--- config.mk ---
export PLATFORM = sky130hd
export DESIGN_NAME = stage_execute_flat
export DESIGN_NICKNAME = d
export VERILOG_FILES = /design/src/rtl/stage_execute_if.sv /design/src/rtl/stage_execute.sv /design/src/flat_wrapper.sv
export SDC_FILE = /design/constraint.sdc
export NUM_CORES = 1
export LEC_CHECK = 0
export CAP_MARGIN = 20
export CORE_UTILIZATION = 35
export CTS_BUF_LIST = sky130_fd_sc_hd__clkbuf_8 sky130_fd_sc_hd__clkbuf_16
export CTS_CLUSTER_DIAMETER = 150
export CTS_CLUSTER_SIZE = 8
export DETAILED_ROUTE_END_ITERATION = 10
export PLACE_DENSITY = 0.68
export SLEW_MARGIN = 20
export SYNTH_ARGS = -nofsm -noshare
export SYNTH_HDL_FRONTEND = slang
export SYNTH_SLANG_ARGS = --single-unit
--- constraint.sdc ---
create_clock -name clk -period 3.4 [get_ports clk]
set_clock_uncertainty 0.15 [all_clocks]
set_input_delay 0.68 -clock clk [delete_from_list [all_inputs] [get_ports clk]]
set_output_delay 0.68 -clock clk [all_outputs]
set_load 0.02 [all_outputs]
--- src/rtl/stage_execute_if.sv ---
// ---------------------------------------------------------------------------
// stage_execute_if
//
// Bundles every non-clock, non-reset signal of the bfcpu2 execute/writeback
// stage: the operation handshake from data-fetch, the data RAM write port,
// and the character output/input handshakes.
//
// Modports
//   master : environment side (data-fetch, RAM, console). Drives the
//            operation, its operands, cout_ack, cin and cin_valid.
//   slave  : the execute stage. Drives ack, the RAM write port, cout,
//            cout_valid, cin_ack and the branch outputs.
//
// Handshake rules, stated once:
//   - An operation transfers on a rising edge where drdy_in && ack. While
//     ack is 0 upstream holds operation_in/a_in/da_in stable.
//   - A character leaves on a rising edge where cout_valid && cout_ack.
//   - cin is taken on the edge after which cin_ack pulses for one cycle.
//   - dwe, branch and cin_ack are single-cycle pulses; dwa/dwd and
//     branch_taken are meaningful only while their qualifier is 1.
//
// Opcode bit positions of the one-hot operation bus are defined below and
// shared with the stage.
// ---------------------------------------------------------------------------
`ifndef OPCODE_MSB
`define OPCODE_MSB   7
`endif
`ifndef OP_INCDP
`define OP_INCDP     0
`define OP_DECDP     1
`define OP_INC       2
`define OP_DEC       3
`define OP_OUT       4
`define OP_IN        5
`define OP_LOOPBEGIN 6
`define OP_LOOPEND   7
`endif

interface stage_execute_if #(
  parameter int A_WIDTH = 12,
  parameter int D_WIDTH = 8
);
  logic [`OPCODE_MSB:0] operation_in;
  logic                 drdy_in;
  logic [D_WIDTH-1:0]   a_in;
  logic [A_WIDTH-1:0]   da_in;
  logic                 ack;
  logic                 dwe;
  logic [A_WIDTH-1:0]   dwa;
  logic [D_WIDTH-1:0]   dwd;
  logic [D_WIDTH-1:0]   cout;
  logic                 cout_valid;
  logic                 cout_ack;
  logic [D_WIDTH-1:0]   cin;
  logic                 cin_valid;
  logic                 cin_ack;
  logic                 branch;
  logic                 branch_taken;

  modport master (
    output operation_in, drdy_in, a_in, da_in, cout_ack, cin, cin_valid,
    input  ack, dwe, dwa, dwd, cout, cout_valid, cin_ack, branch, branch_taken
  );

  modport slave (
    input  operation_in, drdy_in, a_in, da_in, cout_ack, cin, cin_valid,
    output ack, dwe, dwa, dwd, cout, cout_valid, cin_ack, branch, branch_taken
  );
endinterface

--- src/rtl/stage_execute.sv ---
// ---------------------------------------------------------------------------
// stage_execute
//
// Execute/writeback stage of the bfcpu2 pipeline. Takes the one-hot
// operation and the fetched cell value from data-fetch and performs:
//   INC/DEC    : write operand +/- 1 (wrapping) back to data RAM
//   LOOPBEGIN  : branch pulse, taken when operand == 0
//   LOOPEND    : branch pulse, taken when operand != 0
//   OUT        : present operand on cout
//   IN         : wait for cin, then write it to the cell
//   INCDP/DECDP/none : accepted, no effect here
//
// Ports
//   clk       : clock, rising edge
//   reset     : asynchronous, active-low
//   bus       : stage_execute_if.slave (operation handshake, RAM write port,
//               console handshakes)
//   state_dbg : current FSM state, for observation only
//
// A two-entry write history (newest first) supplies the operand when the
// fetched address matches a recent write, so back-to-back and one-gap
// read-after-write sequences see fresh data even though RAM lags.
//
// Build option: define STAGE_EXECUTE_OUT_FIFO_EN to buffer OUT characters
// in a 4-entry FIFO instead of stalling in WAIT_OUT on every OUT.
// ---------------------------------------------------------------------------
`ifndef OPCODE_MSB
`define OPCODE_MSB   7
`endif
`ifndef OP_INCDP
`define OP_INCDP     0
`define OP_DECDP     1
`define OP_INC       2
`define OP_DEC       3
`define OP_OUT       4
`define OP_IN        5
`define OP_LOOPBEGIN 6
`define OP_LOOPEND   7
`endif

module stage_execute #(
  parameter int A_WIDTH = 12,
  parameter int D_WIDTH = 8
) (
  input  logic                clk,
  input  logic                reset,
  stage_execute_if.slave      bus,
  output logic [1:0]          state_dbg
);

  typedef enum logic [1:0] {
    ST_RUN      = 2'd0,
    ST_WAIT_IN  = 2'd1,
    ST_WAIT_OUT = 2'd2
  } state_t;

  typedef enum logic [2:0] {
    OPK_NONE  = 3'd0,
    OPK_INC   = 3'd1,
    OPK_DEC   = 3'd2,
    OPK_OUT   = 3'd3,
    OPK_IN    = 3'd4,
    OPK_LOOPB = 3'd5,
    OPK_LOOPE = 3'd6
  } op_kind_t;

  state_t   state_q, state_d;
  op_kind_t op_kind;

  logic                ack_c;
  logic                accept;
  logic [D_WIDTH-1:0]  operand;

  // Registered outputs
  logic                dwe_q, dwe_d;
  logic [A_WIDTH-1:0]  dwa_q, dwa_d;
  logic [D_WIDTH-1:0]  dwd_q, dwd_d;
  logic [D_WIDTH-1:0]  cout_q, cout_d;
  logic                cout_valid_q, cout_valid_d;
  logic                cin_ack_q, cin_ack_d;
  logic                branch_q, branch_d;
  logic                branch_taken_q, branch_taken_d;

  // Target cell of a pending IN
  logic [A_WIDTH-1:0]  in_addr_q, in_addr_d;

  // Write history: entry 0 is the newest write, entry 1 the one before
  logic                byp0_valid_q, byp0_valid_d;
  logic [A_WIDTH-1:0]  byp0_addr_q, byp0_addr_d;
  logic [D_WIDTH-1:0]  byp0_data_q, byp0_data_d;
  logic                byp1_valid_q, byp1_valid_d;
  logic [A_WIDTH-1:0]  byp1_addr_q, byp1_addr_d;
  logic [D_WIDTH-1:0]  byp1_data_q, byp1_data_d;

`ifdef STAGE_EXECUTE_OUT_FIFO_EN
  logic [D_WIDTH-1:0]  fifo_mem_q [4];
  logic [D_WIDTH-1:0]  fifo_mem_d [4];
  logic [1:0]          fifo_rd_q, fifo_rd_d;
  logic [1:0]          fifo_wr_q, fifo_wr_d;
  logic [2:0]          fifo_cnt_q, fifo_cnt_d;
  logic                fifo_full;
  logic                fifo_push;
  logic                fifo_pop;
  logic [D_WIDTH-1:0]  fifo_head_d;
  logic                fifo_nonempty_d;
`endif

  // -------------------------------------------------------------------------
  // Opcode decode. Lowest set bit wins if upstream ever sends more than one.
  // -------------------------------------------------------------------------
  always_comb begin
    op_kind = OPK_NONE;
    case (1'b1)
      bus.operation_in[`OP_INCDP]:     op_kind = OPK_NONE;
      bus.operation_in[`OP_DECDP]:     op_kind = OPK_NONE;
      bus.operation_in[`OP_INC]:       op_kind = OPK_INC;
      bus.operation_in[`OP_DEC]:       op_kind = OPK_DEC;
      bus.operation_in[`OP_OUT]:       op_kind = OPK_OUT;
      bus.operation_in[`OP_IN]:        op_kind = OPK_IN;
      bus.operation_in[`OP_LOOPBEGIN]: op_kind = OPK_LOOPB;
      bus.operation_in[`OP_LOOPEND]:   op_kind = OPK_LOOPE;
      default:                         op_kind = OPK_NONE;
    endcase
  end

  // -------------------------------------------------------------------------
  // Operand select: newest matching history entry, else the fetched value
  // -------------------------------------------------------------------------
  always_comb begin
    operand = bus.a_in;
    if (byp0_valid_q && (byp0_addr_q == bus.da_in)) begin
      operand = byp0_data_q;
    end else if (byp1_valid_q && (byp1_addr_q == bus.da_in)) begin
      operand = byp1_data_q;
    end
  end

`ifdef STAGE_EXECUTE_OUT_FIFO_EN
  // -------------------------------------------------------------------------
  // Output FIFO. The next head is computed here so cout/cout_valid can be
  // registered like every other output.
  // -------------------------------------------------------------------------
  assign fifo_full = (fifo_cnt_q == 3'd4);
  assign fifo_pop  = cout_valid_q && bus.cout_ack;
  assign fifo_push = accept && (op_kind == OPK_OUT);

  always_comb begin
    fifo_mem_d = fifo_mem_q;
    if (fifo_push) begin
      fifo_mem_d[fifo_wr_q] = operand;
    end
    fifo_wr_d       = fifo_wr_q + {1'b0, fifo_push};
    fifo_rd_d       = fifo_rd_q + {1'b0, fifo_pop};
    fifo_cnt_d      = fifo_cnt_q + {2'b00, fifo_push} - {2'b00, fifo_pop};
    fifo_head_d     = fifo_mem_d[fifo_rd_d];
    fifo_nonempty_d = (fifo_cnt_d != 3'd0);
  end
`endif

  // -------------------------------------------------------------------------
  // ack: only RUN accepts. With the FIFO, an OUT facing a full FIFO is held
  // off unless the head leaves in the same cycle.
  // -------------------------------------------------------------------------
  always_comb begin
    ack_c = 1'b0;
    if (reset && (state_q == ST_RUN)) begin
      ack_c = 1'b1;
`ifdef STAGE_EXECUTE_OUT_FIFO_EN
      if (bus.drdy_in && (op_kind == OPK_OUT) && fifo_full && !fifo_pop) begin
        ack_c = 1'b0;
      end
`endif
    end
  end

  assign accept = bus.drdy_in && ack_c;

  // -------------------------------------------------------------------------
  // Next-state and registered-output logic
  // -------------------------------------------------------------------------
  always_comb begin
    state_d        = state_q;
    dwe_d          = 1'b0;
    dwa_d          = '0;
    dwd_d          = '0;
    cin_ack_d      = 1'b0;
    branch_d       = 1'b0;
    branch_taken_d = 1'b0;
    cout_d         = cout_q;
    cout_valid_d   = cout_valid_q;
    in_addr_d      = in_addr_q;

    case (state_q)
      ST_RUN: begin
        if (accept) begin
          case (op_kind)
            OPK_INC: begin
              dwe_d = 1'b1;
              dwa_d = bus.da_in;
              dwd_d = operand + D_WIDTH'(1);
            end
            OPK_DEC: begin
              dwe_d = 1'b1;
              dwa_d = bus.da_in;
              dwd_d = operand - D_WIDTH'(1);
            end
            OPK_LOOPB: begin
              branch_d       = 1'b1;
              branch_taken_d = (operand == '0);
            end
            OPK_LOOPE: begin
              branch_d       = 1'b1;
              branch_taken_d = (operand != '0);
            end
            OPK_IN: begin
              in_addr_d = bus.da_in;
              state_d   = ST_WAIT_IN;
            end
            OPK_OUT: begin
`ifndef STAGE_EXECUTE_OUT_FIFO_EN
              cout_d       = operand;
              cout_valid_d = 1'b1;
              state_d      = ST_WAIT_OUT;
`endif
            end
            default: ;
          endcase
        end
      end
      ST_WAIT_IN: begin
        if (bus.cin_valid) begin
          dwe_d     = 1'b1;
          dwa_d     = in_addr_q;
          dwd_d     = bus.cin;
          cin_ack_d = 1'b1;
          state_d   = ST_RUN;
        end
      end
      ST_WAIT_OUT: begin
        if (bus.cout_ack) begin
          cout_valid_d = 1'b0;
          state_d      = ST_RUN;
        end
      end
      default: state_d = ST_RUN;
    endcase

`ifdef STAGE_EXECUTE_OUT_FIFO_EN
    cout_d       = fifo_head_d;
    cout_valid_d = fifo_nonempty_d;
`endif
  end

  // Every write, from INC/DEC or IN, enters the history as its newest entry.
  always_comb begin
    byp0_valid_d = byp0_valid_q;
    byp0_addr_d  = byp0_addr_q;
    byp0_data_d  = byp0_data_q;
    byp1_valid_d = byp1_valid_q;
    byp1_addr_d  = byp1_addr_q;
    byp1_data_d  = byp1_data_q;
    if (dwe_d) begin
      byp1_valid_d = byp0_valid_q;
      byp1_addr_d  = byp0_addr_q;
      byp1_data_d  = byp0_data_q;
      byp0_valid_d = 1'b1;
      byp0_addr_d  = dwa_d;
      byp0_data_d  = dwd_d;
    end
  end

  // -------------------------------------------------------------------------
  // State registers
  // -------------------------------------------------------------------------
  always_ff @(posedge clk or negedge reset) begin
    if (!reset) begin
      state_q        <= ST_RUN;
      dwe_q          <= 1'b0;
      dwa_q          <= '0;
      dwd_q          <= '0;
      cout_q         <= '0;
      cout_valid_q   <= 1'b0;
      cin_ack_q      <= 1'b0;
      branch_q       <= 1'b0;
      branch_taken_q <= 1'b0;
      in_addr_q      <= '0;
      byp0_valid_q   <= 1'b0;
      byp0_addr_q    <= '0;
      byp0_data_q    <= '0;
      byp1_valid_q   <= 1'b0;
      byp1_addr_q    <= '0;
      byp1_data_q    <= '0;
    end else begin
      state_q        <= state_d;
      dwe_q          <= dwe_d;
      dwa_q          <= dwa_d;
      dwd_q          <= dwd_d;
      cout_q         <= cout_d;
      cout_valid_q   <= cout_valid_d;
      cin_ack_q      <= cin_ack_d;
      branch_q       <= branch_d;
      branch_taken_q <= branch_taken_d;
      in_addr_q      <= in_addr_d;
      byp0_valid_q   <= byp0_valid_d;
      byp0_addr_q    <= byp0_addr_d;
      byp0_data_q    <= byp0_data_d;
      byp1_valid_q   <= byp1_valid_d;
      byp1_addr_q    <= byp1_addr_d;
      byp1_data_q    <= byp1_data_d;
    end
  end

`ifdef STAGE_EXECUTE_OUT_FIFO_EN
  always_ff @(posedge clk or negedge reset) begin
    if (!reset) begin
      for (int i = 0; i < 4; i++) begin
        fifo_mem_q[i] <= '0;
      end
      fifo_rd_q  <= '0;
      fifo_wr_q  <= '0;
      fifo_cnt_q <= '0;
    end else begin
      for (int i = 0; i < 4; i++) begin
        fifo_mem_q[i] <= fifo_mem_d[i];
      end
      fifo_rd_q  <= fifo_rd_d;
      fifo_wr_q  <= fifo_wr_d;
      fifo_cnt_q <= fifo_cnt_d;
    end
  end
`endif

  // -------------------------------------------------------------------------
  // Outputs
  // -------------------------------------------------------------------------
  assign bus.ack          = ack_c;
  assign bus.dwe          = dwe_q;
  assign bus.dwa          = dwa_q;
  assign bus.dwd          = dwd_q;
  assign bus.cout         = cout_q;
  assign bus.cout_valid   = cout_valid_q;
  assign bus.cin_ack      = cin_ack_q;
  assign bus.branch       = branch_q;
  assign bus.branch_taken = branch_taken_q;
  assign state_dbg        = state_q;

endmodule

--- src/flat_wrapper.sv ---
// flat-port wrapper written by rule: the top's interface ports become plain ports
module stage_execute_flat 
#(
  parameter int A_WIDTH = 12,
  parameter int D_WIDTH = 8
)
  (clk, reset, state_dbg, bus_operation_in, bus_drdy_in, bus_a_in, bus_da_in, bus_cout_ack, bus_cin, bus_cin_valid, bus_ack, bus_dwe, bus_dwa, bus_dwd, bus_cout, bus_cout_valid, bus_cin_ack, bus_branch, bus_branch_taken);
  stage_execute_if #(.A_WIDTH(A_WIDTH), .D_WIDTH(D_WIDTH)) bus_i ();
  input  logic clk;
  input  logic reset;
  output logic [1:0] state_dbg;
  input wire logic [$bits(bus_i.operation_in)-1:0] bus_operation_in;
  input wire logic [$bits(bus_i.drdy_in)-1:0] bus_drdy_in;
  input wire logic [$bits(bus_i.a_in)-1:0] bus_a_in;
  input wire logic [$bits(bus_i.da_in)-1:0] bus_da_in;
  input wire logic [$bits(bus_i.cout_ack)-1:0] bus_cout_ack;
  input wire logic [$bits(bus_i.cin)-1:0] bus_cin;
  input wire logic [$bits(bus_i.cin_valid)-1:0] bus_cin_valid;
  output wire logic [$bits(bus_i.ack)-1:0] bus_ack;
  output wire logic [$bits(bus_i.dwe)-1:0] bus_dwe;
  output wire logic [$bits(bus_i.dwa)-1:0] bus_dwa;
  output wire logic [$bits(bus_i.dwd)-1:0] bus_dwd;
  output wire logic [$bits(bus_i.cout)-1:0] bus_cout;
  output wire logic [$bits(bus_i.cout_valid)-1:0] bus_cout_valid;
  output wire logic [$bits(bus_i.cin_ack)-1:0] bus_cin_ack;
  output wire logic [$bits(bus_i.branch)-1:0] bus_branch;
  output wire logic [$bits(bus_i.branch_taken)-1:0] bus_branch_taken;
  assign bus_i.operation_in = bus_operation_in;
  assign bus_i.drdy_in = bus_drdy_in;
  assign bus_i.a_in = bus_a_in;
  assign bus_i.da_in = bus_da_in;
  assign bus_i.cout_ack = bus_cout_ack;
  assign bus_i.cin = bus_cin;
  assign bus_i.cin_valid = bus_cin_valid;
  assign bus_ack = bus_i.ack;
  assign bus_dwe = bus_i.dwe;
  assign bus_dwa = bus_i.dwa;
  assign bus_dwd = bus_i.dwd;
  assign bus_cout = bus_i.cout;
  assign bus_cout_valid = bus_i.cout_valid;
  assign bus_cin_ack = bus_i.cin_ack;
  assign bus_branch = bus_i.branch;
  assign bus_branch_taken = bus_i.branch_taken;
  stage_execute #(.A_WIDTH(A_WIDTH), .D_WIDTH(D_WIDTH)) u_core (.clk(clk), .reset(reset), .bus(bus_i), .state_dbg(state_dbg));
endmodule
# After elaboration in Yosys (flattened, before gate mapping)
# Cells that the tools add are included.
# word_totals
wordCells,86
in_bits,41
regBits,89
# classes
n_reduce_logical,14
n_mux,39
n_eq_ne,15
addsub,2
# ops
op,n
$mux 12,3
$mux 8,4
$pmux 8 s2,2
$eq 12x12->1,2
$mux 3,8
$pmux 12 s2,1
$mux 1,13
$eq 3x3->1 const B,3
$add 8x1->8 const B,1
$logic_not 8->1,1
$reduce_and 4->1,2
$reduce_bool 8->1,1
$sub 8x1->8 const B,1
$eq 3x2->1 const B,2
$mux 2,3
$ne 2x2->1 const B,3
$pmux 1 s2,3
$pmux 2 s3,1
$reduce_and 3->1,2
$logic_and 1x1->1,4
$pmux 2 s2,1
$reduce_or 2->1,2
$eq 3x1->1 const B,1
$ne 3x3->1 const B,1
other kinds (5),5

# Depth between registers and ports, before layout
# Gate-level depths: netlist of the first run.
# logic_depth
ltp_word,13
mapped_depth,14
depth_no_buf,13

# Worst setup path after synthesis of the first run
# OpenSTA, ideal clock, no wires.
# synth_path
path_type,input-to-reg
start,in bus_da_in[5]
end,reg u_core.byp0_data_q[5]
path_buffers,2
cell_stages,13
setup_time_ns,0.126
arrival_ns,3.386
slack_ns,-0.262
cell_sequence,xnor2_1 > nand4_1 > or4_1 > clkbuf_2 > buf_2 > a21oi_1 > ha_1 > a21oi_1 > nor2_1 > or2_2 > a31oi_4 > xnor2_1 > a221o_1
# synth_via
elab_chain_cells,8
word_cells_on_any_way,11
classes_between,add/sub: 2; eq/ne: 2; mux: 5; reduce/logical: 2
# synth_lines
item,line_no,rtl
"start, declared",flat_wrapper.sv:15,input wire logic [$bits(bus_i.da_in)-1:0] bus_da_in;
$eq 12x12->1,stage_execute.sv:133,end else if (byp1_valid_q && (byp1_addr_q == bus.da_in)) begin
$logic_and 1x1->1,stage_execute.sv:133,
$mux 8,stage_execute.sv:133,
$mux 8 (*),stage_execute.sv:131,if (byp0_valid_q && (byp0_addr_q == bus.da_in)) begin
via u_core.operand[2],stage_execute.sv:72,logic [D_WIDTH-1:0] operand;
$sub 8x1->8 / $add 8x1->8 (equally long branches),"stage_execute.sv:205, stage_execute.sv:200",
$pmux 8 s2 (*),stage_execute.sv:196,case (op_kind)
$mux 8 (*),stage_execute.sv:195,if (accept) begin
$pmux 8 s2 (*),stage_execute.sv:193,case (state_q)
"end signal, assigned",stage_execute.sv:306,byp0_data_q <= byp0_data_d;
"end, declared",stage_execute.sv:90,"logic [D_WIDTH-1:0] byp0_data_q, byp0_data_d;"
# Mark *: on every way through the listed nets, which the timed path passes. The rest lies on a longest branch.
# A chain may end at the register's enable or synchronous reset.

# Final worst setup path of the first run
# layout_path
start,in bus_da_in[10]
end,reg u_core.byp0_data_q[6]
# layout_via
elab_chain_cells,8
word_cells_on_any_way,11
classes_between,add/sub: 2; eq/ne: 2; mux: 5; reduce/logical: 2
# layout_lines
item,line_no,rtl
$eq 12x12->1,stage_execute.sv:133,
$logic_and 1x1->1,stage_execute.sv:133,
$mux 8,stage_execute.sv:133,
$mux 8 (*),stage_execute.sv:131,
via u_core.operand[1],stage_execute.sv:72,
$sub 8x1->8 / $add 8x1->8 (equally long branches),"stage_execute.sv:205, stage_execute.sv:200",
$pmux 8 s2 (*),stage_execute.sv:196,
$mux 8 (*),stage_execute.sv:195,
$pmux 8 s2 (*),stage_execute.sv:193,
via u_core.dwd_d[6],stage_execute.sv:77,"logic [D_WIDTH-1:0] dwd_q, dwd_d;"
# Marks and branches as above.

==> results of run 1 <==
-- metrics by stage --
stage | instances | utilization | hold WS, ns | instance area, sq um
after floorplan | 335 | - | 0.2344 | 4313
after global placement | 583 | 0.4783 | 0.3341 | 5485
after detailed placement | 583 | 0.4783 | 0.3341 | 5485
after CTS | 610 | 0.5230 | 0.3596 | 5997
after global routing | 612 | 0.5312 | 0.3765 | 6091
final | 612 | 0.5312 | 0.3560 | 6091
-- sequential cells by signal, indices dropped and copies added (netlist names), 2 cells and up --
signal / cells
u_core.byp0_data_q: 8
u_core.byp1_data_q: 8
u_core.bus.dwa: 12
u_core.byp1_addr_q: 12
u_core.bus.dwd: 8
u_core.in_addr_q: 12
u_core.state_dbg: 2
u_core.bus.cout: 8
u_core.byp0_addr_q: 12
-- report_power, final --
part           leakage (nW)  total, W  switching [W]  internal [W]
registers              1.17   0.00145       0.000186       0.00126
logic                  1.59  0.000684       0.000253      0.000431
clock network         0.159   0.00107       0.000400      0.000666
-- cell families (layout without fill, tap and decap cells) --
kind of cell / after synthesis / in the layout / synth area share
xor+xnor: 30 / 30 / 0.06348
fa+ha+maj: 7 / 7 / 0.02297
mux: 50 / 50 / 0.1366
flops: 89 / 89 / 0.5381
compound gates: 71 / 71 / 0.1303
buf+inv: 20 / 154 / 0.02509
simple gates: 68 / 68 / 0.08344
-- layout make-up --
class / instances / area, sq um / share of cell area
flip-flops and latches: 89 / 2227 / 0.3657
multi-input cells: 226 / 2155 / 0.3537
repair buffers: 131 / 1175 / 0.1929
clock buffers: 10 / 239.0 / 0.03924
well taps: 143 / 178.9 / 0.02938
clock inverters: 6 / 90.09 / 0.01479
inverters: 7 / 26.28 / 0.004314
-- final timing paths --
path                                                    startpoint                           endpoint  slack (ns)  cells past startpoint
worst min register to register      u_core.bus.cout[7]$_DFFE_PN0P_     u_core.bus.cout[7]$_DFFE_PN0P_        0.36                      1
worst max register to register  u_core.byp1_addr_q[10]$_DFFE_PN0P_  u_core.byp0_data_q[6]$_DFFE_PN0P_        0.03                     13
max in group asynchronous                                    reset  u_core.byp1_data_q[1]$_DFFE_PN0P_        1.65                      3
worst min-delay path                u_core.bus.cout[7]$_DFFE_PN0P_     u_core.bus.cout[7]$_DFFE_PN0P_        0.36                      1
min in group asynchronous                                    reset     u_core.bus.cout[3]$_DFFE_PN0P_        0.54                      2
worst max-delay path                                 bus_da_in[10]  u_core.byp0_data_q[6]$_DFFE_PN0P_       0.002                     14
-- critical path, stage by stage --
cell                      delay (ns)
sky130_fd_sc_hd__buf_12         0.11
sky130_fd_sc_hd__xnor2_4        0.16
sky130_fd_sc_hd__nand4_1        0.10
sky130_fd_sc_hd__or4_4          0.65
sky130_fd_sc_hd__mux2i_4        0.22
sky130_fd_sc_hd__a21oi_4        0.09
sky130_fd_sc_hd__fa_2           0.37
sky130_fd_sc_hd__a21o_1         0.17
sky130_fd_sc_hd__a21o_1         0.17
sky130_fd_sc_hd__a21o_1         0.18
sky130_fd_sc_hd__a21oi_2        0.15
sky130_fd_sc_hd__xnor2_1        0.07
sky130_fd_sc_hd__a22o_1         0.19
sky130_fd_sc_hd__a21o_1         0.15
-- metal layers --
layer	global-route usage	up-vias	share of wire
met2	0.3023	74	0.52
met5	0	-	0.0013
li1	-	1465	-
met4	0.05867	2	0.024
met1	0.2029	1542	0.41
met3	0.04483	17	0.040
-- repair_timing --
action,CTS,global route
pin swaps,27,14
setup buffers,9,3
endpoints found under the setup margin,12,6
resized for setup,82,14
endpoints found under the hold margin,3,0
cloned,1,0
hold buffers,1,0
-- cells in the final DEF, fill, tap and decap left out, types with 4 or more instances in the layout --
master                            instances
sky130_fd_sc_hd__nor2_1                  12
sky130_fd_sc_hd__clkbuf_16                9
sky130_fd_sc_hd__xnor2_1                  8
sky130_fd_sc_hd__a22o_1                  14
sky130_fd_sc_hd__mux2i_1                  4
sky130_fd_sc_hd__nand4_1                  7
sky130_fd_sc_hd__dfrtp_1                 89
sky130_fd_sc_hd__a21oi_4                  4
sky130_fd_sc_hd__buf_4                   54
sky130_fd_sc_hd__nand2_1                 15
sky130_fd_sc_hd__mux2_2                  42
sky130_fd_sc_hd__nor2_2                   4
sky130_fd_sc_hd__o21ai_0                  6
sky130_fd_sc_hd__a21oi_1                  6
sky130_fd_sc_hd__inv_1                    7
sky130_fd_sc_hd__buf_6                    5
sky130_fd_sc_hd__nand3_1                  7
sky130_fd_sc_hd__xnor2_2                 19
sky130_fd_sc_hd__a21o_1                  23
sky130_fd_sc_hd__clkdlybuf4s50_1         63
sky130_fd_sc_hd__buf_2                    5
sky130_fd_sc_hd__a21oi_2                  5
==> flow_results.org, run 1 <==
** Outcome
- Status :: finished, final reports clean

** Clock tree
- Clock latency on the worst-skew pair, taken at its later pin, is 0.33 ns.
- Total CTS buffers :: 9
- In this run the deepest clock path goes through 2 buffers.
- After clock tree synthesis, the clock-pin slew on the worst setup and hold paths is 0.06 ns.
- Number of sinks driven by the clock tree :: 89
- The H-tree was split into 3 levels.
- TritonCTS built the clock tree.
- Buffer type at the clock tree root :: sky130_fd_sc_hd__clkbuf_16

** Power
- Total power draw :: 0.003200 W
- Total power divided by cell area :: 525.4 nW/um^2
- Worst IR Drop VDD :: 0.0003956 V
- Pleak :: 2.921 nW

** Placed design
- At the end of routability-driven placement, the weighted congestion stood at 0.8752.
- Detail Placement HPWL :: 7092 microns
- The count of buffers added on input and output ports is 76.
- Pre-CTS setup slack :: -0.9308 ns

** Synth
- After synthesis the netlist holds a flip-flop and latch count of 89.
- In this run, synthesis inferred 0 flip-flops with an integrated enable.
- Syn_nets :: 383
- The most used flip-flop cell after synthesis is sky130_fd_sc_hd__dfrtp_1.
- Yosys attributes the largest share of cell area to sky130_fd_sc_hd__dfrtp_1 54%, sky130_fd_sc_hd__mux2_2 11%, sky130_fd_sc_hd__xnor2_1 6.1%.
- Commonest cells post-synth :: 89 x sky130_fd_sc_hd__dfrtp_1, 42 x sky130_fd_sc_hd__mux2_2, 29 x sky130_fd_sc_hd__xnor2_1, 23 x sky130_fd_sc_hd__a21o_1, 17 x sky130_fd_sc_hd__nor2_1
- Most frequently used cell type in the post-synthesis netlist :: sky130_fd_sc_hd__dfrtp_1
- Synthesized area per cell :: 12.36 sq um
- After synthesis, the share of flip-flops with an asynchronous set or reset is 1.000.
- The Yosys step of the flow raised 0 warnings.
- After synthesis, the netlist uses 47 different library cells.
- In this run the cell area of the synthesized design comes to 4139 sq um.
- The biggest area contributor in the post-synthesis netlist is sky130_fd_sc_hd__dfrtp_1.
- Top-area cell type share of the netlist area :: 0.5381
- The cell count after synthesis came out at 335.
- Portion of the post-synthesis area used by sequential elements :: 0.5381

** Cells and area
- 0 antenna diodes ended up in the layout.
- Compared with the post-synthesis result, the final layout area differs by 47.16%.
- Layout cell share with drive strength beyond 1 :: 0.3881
- Fillers :: 977
- Final net count :: 512

** Routing
- After detailed routing, the number of remaining DRC violations is 0.
- After detailed routing, the number of vias per cell comes to 5.065.
- Detailed routing inserted a total of 3100 vias.
- After detailed routing, the total wire length is 9992 microns.
- Iteration-0 DRC count of the detailed router :: 114
- For this run, the detailed router's first-pass iteration total came to 4.
- In this run the remaining antenna-violating nets after routing total 0.
- In the final routed layout, each cell accounts on average for 16.33 microns.

** Worst setup path
- Data arrives at the worst endpoint at 3.47 ns.
- Required time at the worst-slack endpoint :: 3.47 ns
- Of all nets on the critical path, the largest fanout is 7.
- Sort of element at the end of the critical path :: flop
- Launching element type of the critical path :: input port
- The setup path with the least slack is of type input port to flop.

** Timing
- Accumulated negative setup slack :: 0 ns
- Total setup violations reported at the end of the flow :: 0
- Setup repair after global routing could not meet its margin everywhere.
- Subtracting the final worst setup slack from the clock period gives 3.398 ns.
- Across all setup checks in the final design, the least slack found is 0.002341 ns.
- Actual slew at the worst max-slew pin :: 0.7560 ns
- Timing would allow up to 294.3 MHz.
- The max-slew violation total from the final report was 0.
- In the finished design, the share of the clock period the worst path needs comes to 0.9993.
- The worst pin sits at a relative slew slack of 0.4960.
- Number of hold-slack violations in the final timing report :: 0

** Global route
- The via count of the first global-routing pass is 3358.
- Entering global routing, the biggest net connects 87 pins.
- The first global-routing pass estimated 16570 microns of wire.
- Total routing resource utilization after global routing :: 0.1720
- The initial antenna violation count came to 1.
- Total overflow reported by the global router :: 0

** Die
- In this run the standard cell core region covers 11470 sq um.
- The die covers 12260 sq um.
- Initial core utilization :: 0.3609
- From left edge to right edge, the die measures 110.7 microns.
- Height of the die :: 110.7 microns
- During I/O placement, the number of pins put on the boundary was 77.
- Num rows :: 39

** Flow run
- Number of maximum-capacitance constraint violations :: 0

** Min path
- Hold Path Class :: flop to flop
No activity file was read; power rests on OpenSTA's default activity.
==> inputs of run 2 (changes only) <==
CORE_MARGIN = 5   (was not set)
==> flow_results.org, run 2 (synthesis gave the netlist of run 1 again) <==
** Global route
- Summed over all layers, the global routing overflow is 0.
- Entering global routing, the biggest net connects 64 pins.
- The initial antenna violation count came to 0.
- Global-route wire length before repair :: 17240 microns
- In the global route stage, overall resource usage came out at 0.1523.
- Vias in the first global route :: 3428

** Placed design
- The congestion estimate from routability-driven global placement came to 0.8450.
- Once detailed placement completed, the half-perimeter wirelength came to 7526 microns.
- Including well taps, the total number of placed cells is 585.
- The count of buffers added on input and output ports is 76.
- Total cell area at the placement stage :: 5500 sq um

** Clock tree
- Hold-fix buffers at CTS :: 0
- TritonCTS built the clock tree.
- After clock tree synthesis, the clock-pin slew on the worst setup and hold paths is 0.06 ns.
- Buffer type at the clock tree root :: sky130_fd_sc_hd__clkbuf_16
- The H-tree generated during clock tree synthesis spans 3 levels.
- Total CTS buffers :: 9
- The longest clock path from root to sink contains 2 buffers.
- The later pin in the worst-skew pair is clocked with a latency of 0.34 ns.
- The tree built by TritonCTS fans out to 89 sinks.

** Cells and area
- The filler cells instantiated in the layout total 1010.
- Layout-stage area growth over the synthesis result :: 44.20%
- Most frequent standard cell in the layout excluding fill and tap cells :: sky130_fd_sc_hd__dfrtp_1
- Sequential cell area in the final layout :: 2228 sq um
- In the final layout, the share of cells above drive strength 1 is 0.3720.
- 0 antenna diodes ended up in the layout.
- The count of cells in the finished layout, fillers not included, comes to 608.
- In the layout the commonest cells are 88 x sky130_fd_sc_hd__dfrtp_1, 63 x sky130_fd_sc_hd__clkdlybuf4s50_1, 49 x sky130_fd_sc_hd__buf_4, 42 x sky130_fd_sc_hd__mux2_2, 23 x sky130_fd_sc_hd__a21o_1.
- With fillers left out, the area of the finished cells amounts to 5968 sq um.
- The multi-input combinational cells in the finished layout cover a total of 2097 sq um.
- The final layout contains 508 nets.

** Power
- Worst IR Drop VDD :: 0.0004834 V
- Logic gate share of total power :: 0.212
- In this run the static leakage power is 2.875 nW.
- Dividing total power by cell area gives a power density of 517.3 nW/um^2.
- Of the total power, registers draw 0.465.
- Internal power comes to 0.002248 W.
- Clock power share :: 0.323
- Switching Power :: 0.0008397 W
- Of the total power, the share spent switching nets is 0.2720.
- Total power draw :: 0.003087 W

** Outcome
- Status :: finished with violations
- The checks that failed: setup timing.

** Timing
- Setup repair after global routing could not meet its margin everywhere.
- Number of hold-slack violations in the final timing report :: 0
- Final cycle utilization of the critical path :: 1.001
- Highest achievable clock rate :: 293.7 MHz
- At the pin with the least slew margin, the transition time is 0.7918 ns.
- The routed design could run at a clock period as short as 3.405 ns.
- The tightest hold path in the finished design has a slack of 0.2031 ns.
- Total setup violations reported at the end of the flow :: 3
- Measured against its own limit, the worst slew margin works out to 0.4722.
- Slew Viols, Final :: 0
- After layout, the worst setup slack is -0.004596 ns.

** Worst setup path
- In this run the critical register-to-register path is launched from u_core.byp1_addr_q[10]$_DFFE_PN0P_.
- The worst setup path is launched from an input port.
- Setup slack of the worst register-to-register path :: -0.005 ns
- Kind of critical path :: input port to flop
- Worst EP arrival :: 3.47 ns
- Peak fanout along the critical path :: 7
- At the worst endpoint, the required time is 3.47 ns.
- Measured in cells, the most critical reg-to-reg path has a length of 13.
- Sort of element at the end of the critical path :: flop
- Reg2Reg Capture Point :: u_core.bus.dwd[7]$_DFF_PN0_

** Routing
- Drc violations :: 0
- Routed via count divided by cell count :: 5.089
- Iteration-0 DRC count of the detailed router :: 117
- The count of nets left with antenna violations once routing finished came out at 0.
- The detailed router placed 3094 vias in this run.
- Aggregate routed wire length :: 10290 microns
- Average routed wire per standard cell :: 16.93 microns
- Number of iterations in the first detailed-routing pass :: 4

** Min path
- Hold Path Class :: input port to asynchronous set/reset pin

** Die
- Die Span X :: 118.7 microns
- Height of the die :: 118.7 microns
- Die Outline Area :: 14100 sq um
- The initial utilization of the core area, before any placement, comes to 0.3594.
- After floorplanning, the core was sized to cover 11520 sq um.
- Num rows :: 39
- For this design the top-level I/O count stands at 77.

** Flow run
- Number of maximum-capacitance constraint violations :: 0
## run 2: changes by cell type in the layout (fill, tap and decap cells not counted), moves of 2 or more
cell	previous run	this run
sky130_fd_sc_hd__buf_6	5	3
sky130_fd_sc_hd__buf_2	5	9
sky130_fd_sc_hd__buf_4	54	49
sky130_fd_sc_hd__xnor2_2	19	17
sky130_fd_sc_hd__xnor2_1	8	11
sky130_fd_sc_hd__clkinv_4	1	3
sky130_fd_sc_hd__nor2_1	12	14
## run 2: how the worst max path moves through the flow
stage | start | to | slack [ns]
after detailed placement | bus_da_in[8] | u_core.bus.dwd[7]$_DFF_PN0_ | -0.85
after global routing | u_core.byp1_addr_q[10]$_DFFE_PN0P_ | u_core.byp0_data_q[6]$_DFFE_PN0P_ | -0.09
after floorplan | bus_da_in[5] | u_core.byp0_data_q[5]$_DFFE_PN0P_ | -0.08
final | bus_da_in[1] | u_core.bus.dwd[7]$_DFF_PN0_ | -0.005
after CTS | u_core.byp1_addr_q[10]$_DFFE_PN0P_ | u_core.byp0_data_q[7]$_DFFE_PN0P_ | -0.02
after global placement | bus_da_in[8] | u_core.bus.dwd[7]$_DFF_PN0_ | -0.79
## run 2: area by class of cell
type,count,share of cell area
clock buffers,9,0.03774
clock inverters,7,0.01342
inverters,7,0.004403
multi-input cells,226,0.3514
flip-flops and latches,89,0.3734
well taps,143,0.02998
repair buffers,127,0.1897
## run 2: worst max-delay path, stage by stage
cell and delay [ns]:
sky130_fd_sc_hd__buf_6 0.11, sky130_fd_sc_hd__xnor2_2 0.17, sky130_fd_sc_hd__nand4_1 0.12, sky130_fd_sc_hd__or4_4 0.65
sky130_fd_sc_hd__mux2i_4 0.24, sky130_fd_sc_hd__a21oi_4 0.18, sky130_fd_sc_hd__ha_4 0.23, sky130_fd_sc_hd__buf_6 0.12
sky130_fd_sc_hd__and3_2 0.18, sky130_fd_sc_hd__nand4_1 0.11, sky130_fd_sc_hd__a211oi_2 0.07, sky130_fd_sc_hd__a311oi_2 0.31
sky130_fd_sc_hd__xnor2_1 0.18, sky130_fd_sc_hd__o21ai_1 0.11
## run 2: power by group through the flow
stage                     logic [W]  clock network [W]  registers, W
after floorplan            0.000381                  0       0.00142
after global placement     0.000600                  0       0.00142
after detailed placement   0.000616                  0       0.00144
after CTS                  0.000648            0.00103       0.00143
after global routing       0.000710            0.00107       0.00146
final                      0.000653           0.000998       0.00144
## run 2: per-stage QoR
stage	setup slack (ns)	utilization	TNS [ns]
3_5_place_dp	-0.8452	0.4776	-8.543
5_1_grt	-0.08796	0.5183	-0.2696
2_1_floorplan	-0.07956	-	-0.1464
6_report	-0.004596	0.5183	-0.01076
3_3_place_gp	-0.7862	0.4776	-7.672
4_1_cts	-0.02394	0.5128	-0.02394
## run 2: timing repair
| item | in CTS | in global routing |
|---|---|---|
| resized for setup | 76 | 8 |
| setup endpoints to repair | 11 | 5 |
| pin swaps | 24 | 15 |
| hold endpoints to repair | 0 | 0 |
| buffers inserted | 3 | 4 |
## run 2: metal layers
layer,share of wire,up-vias,track usage
li1,-,1451,-
met3,0.056,18,0.05444
met2,0.50,82,0.2575
met5,0,-,0
met4,0.024,0,0.04852
met1,0.42,1543,0.1817
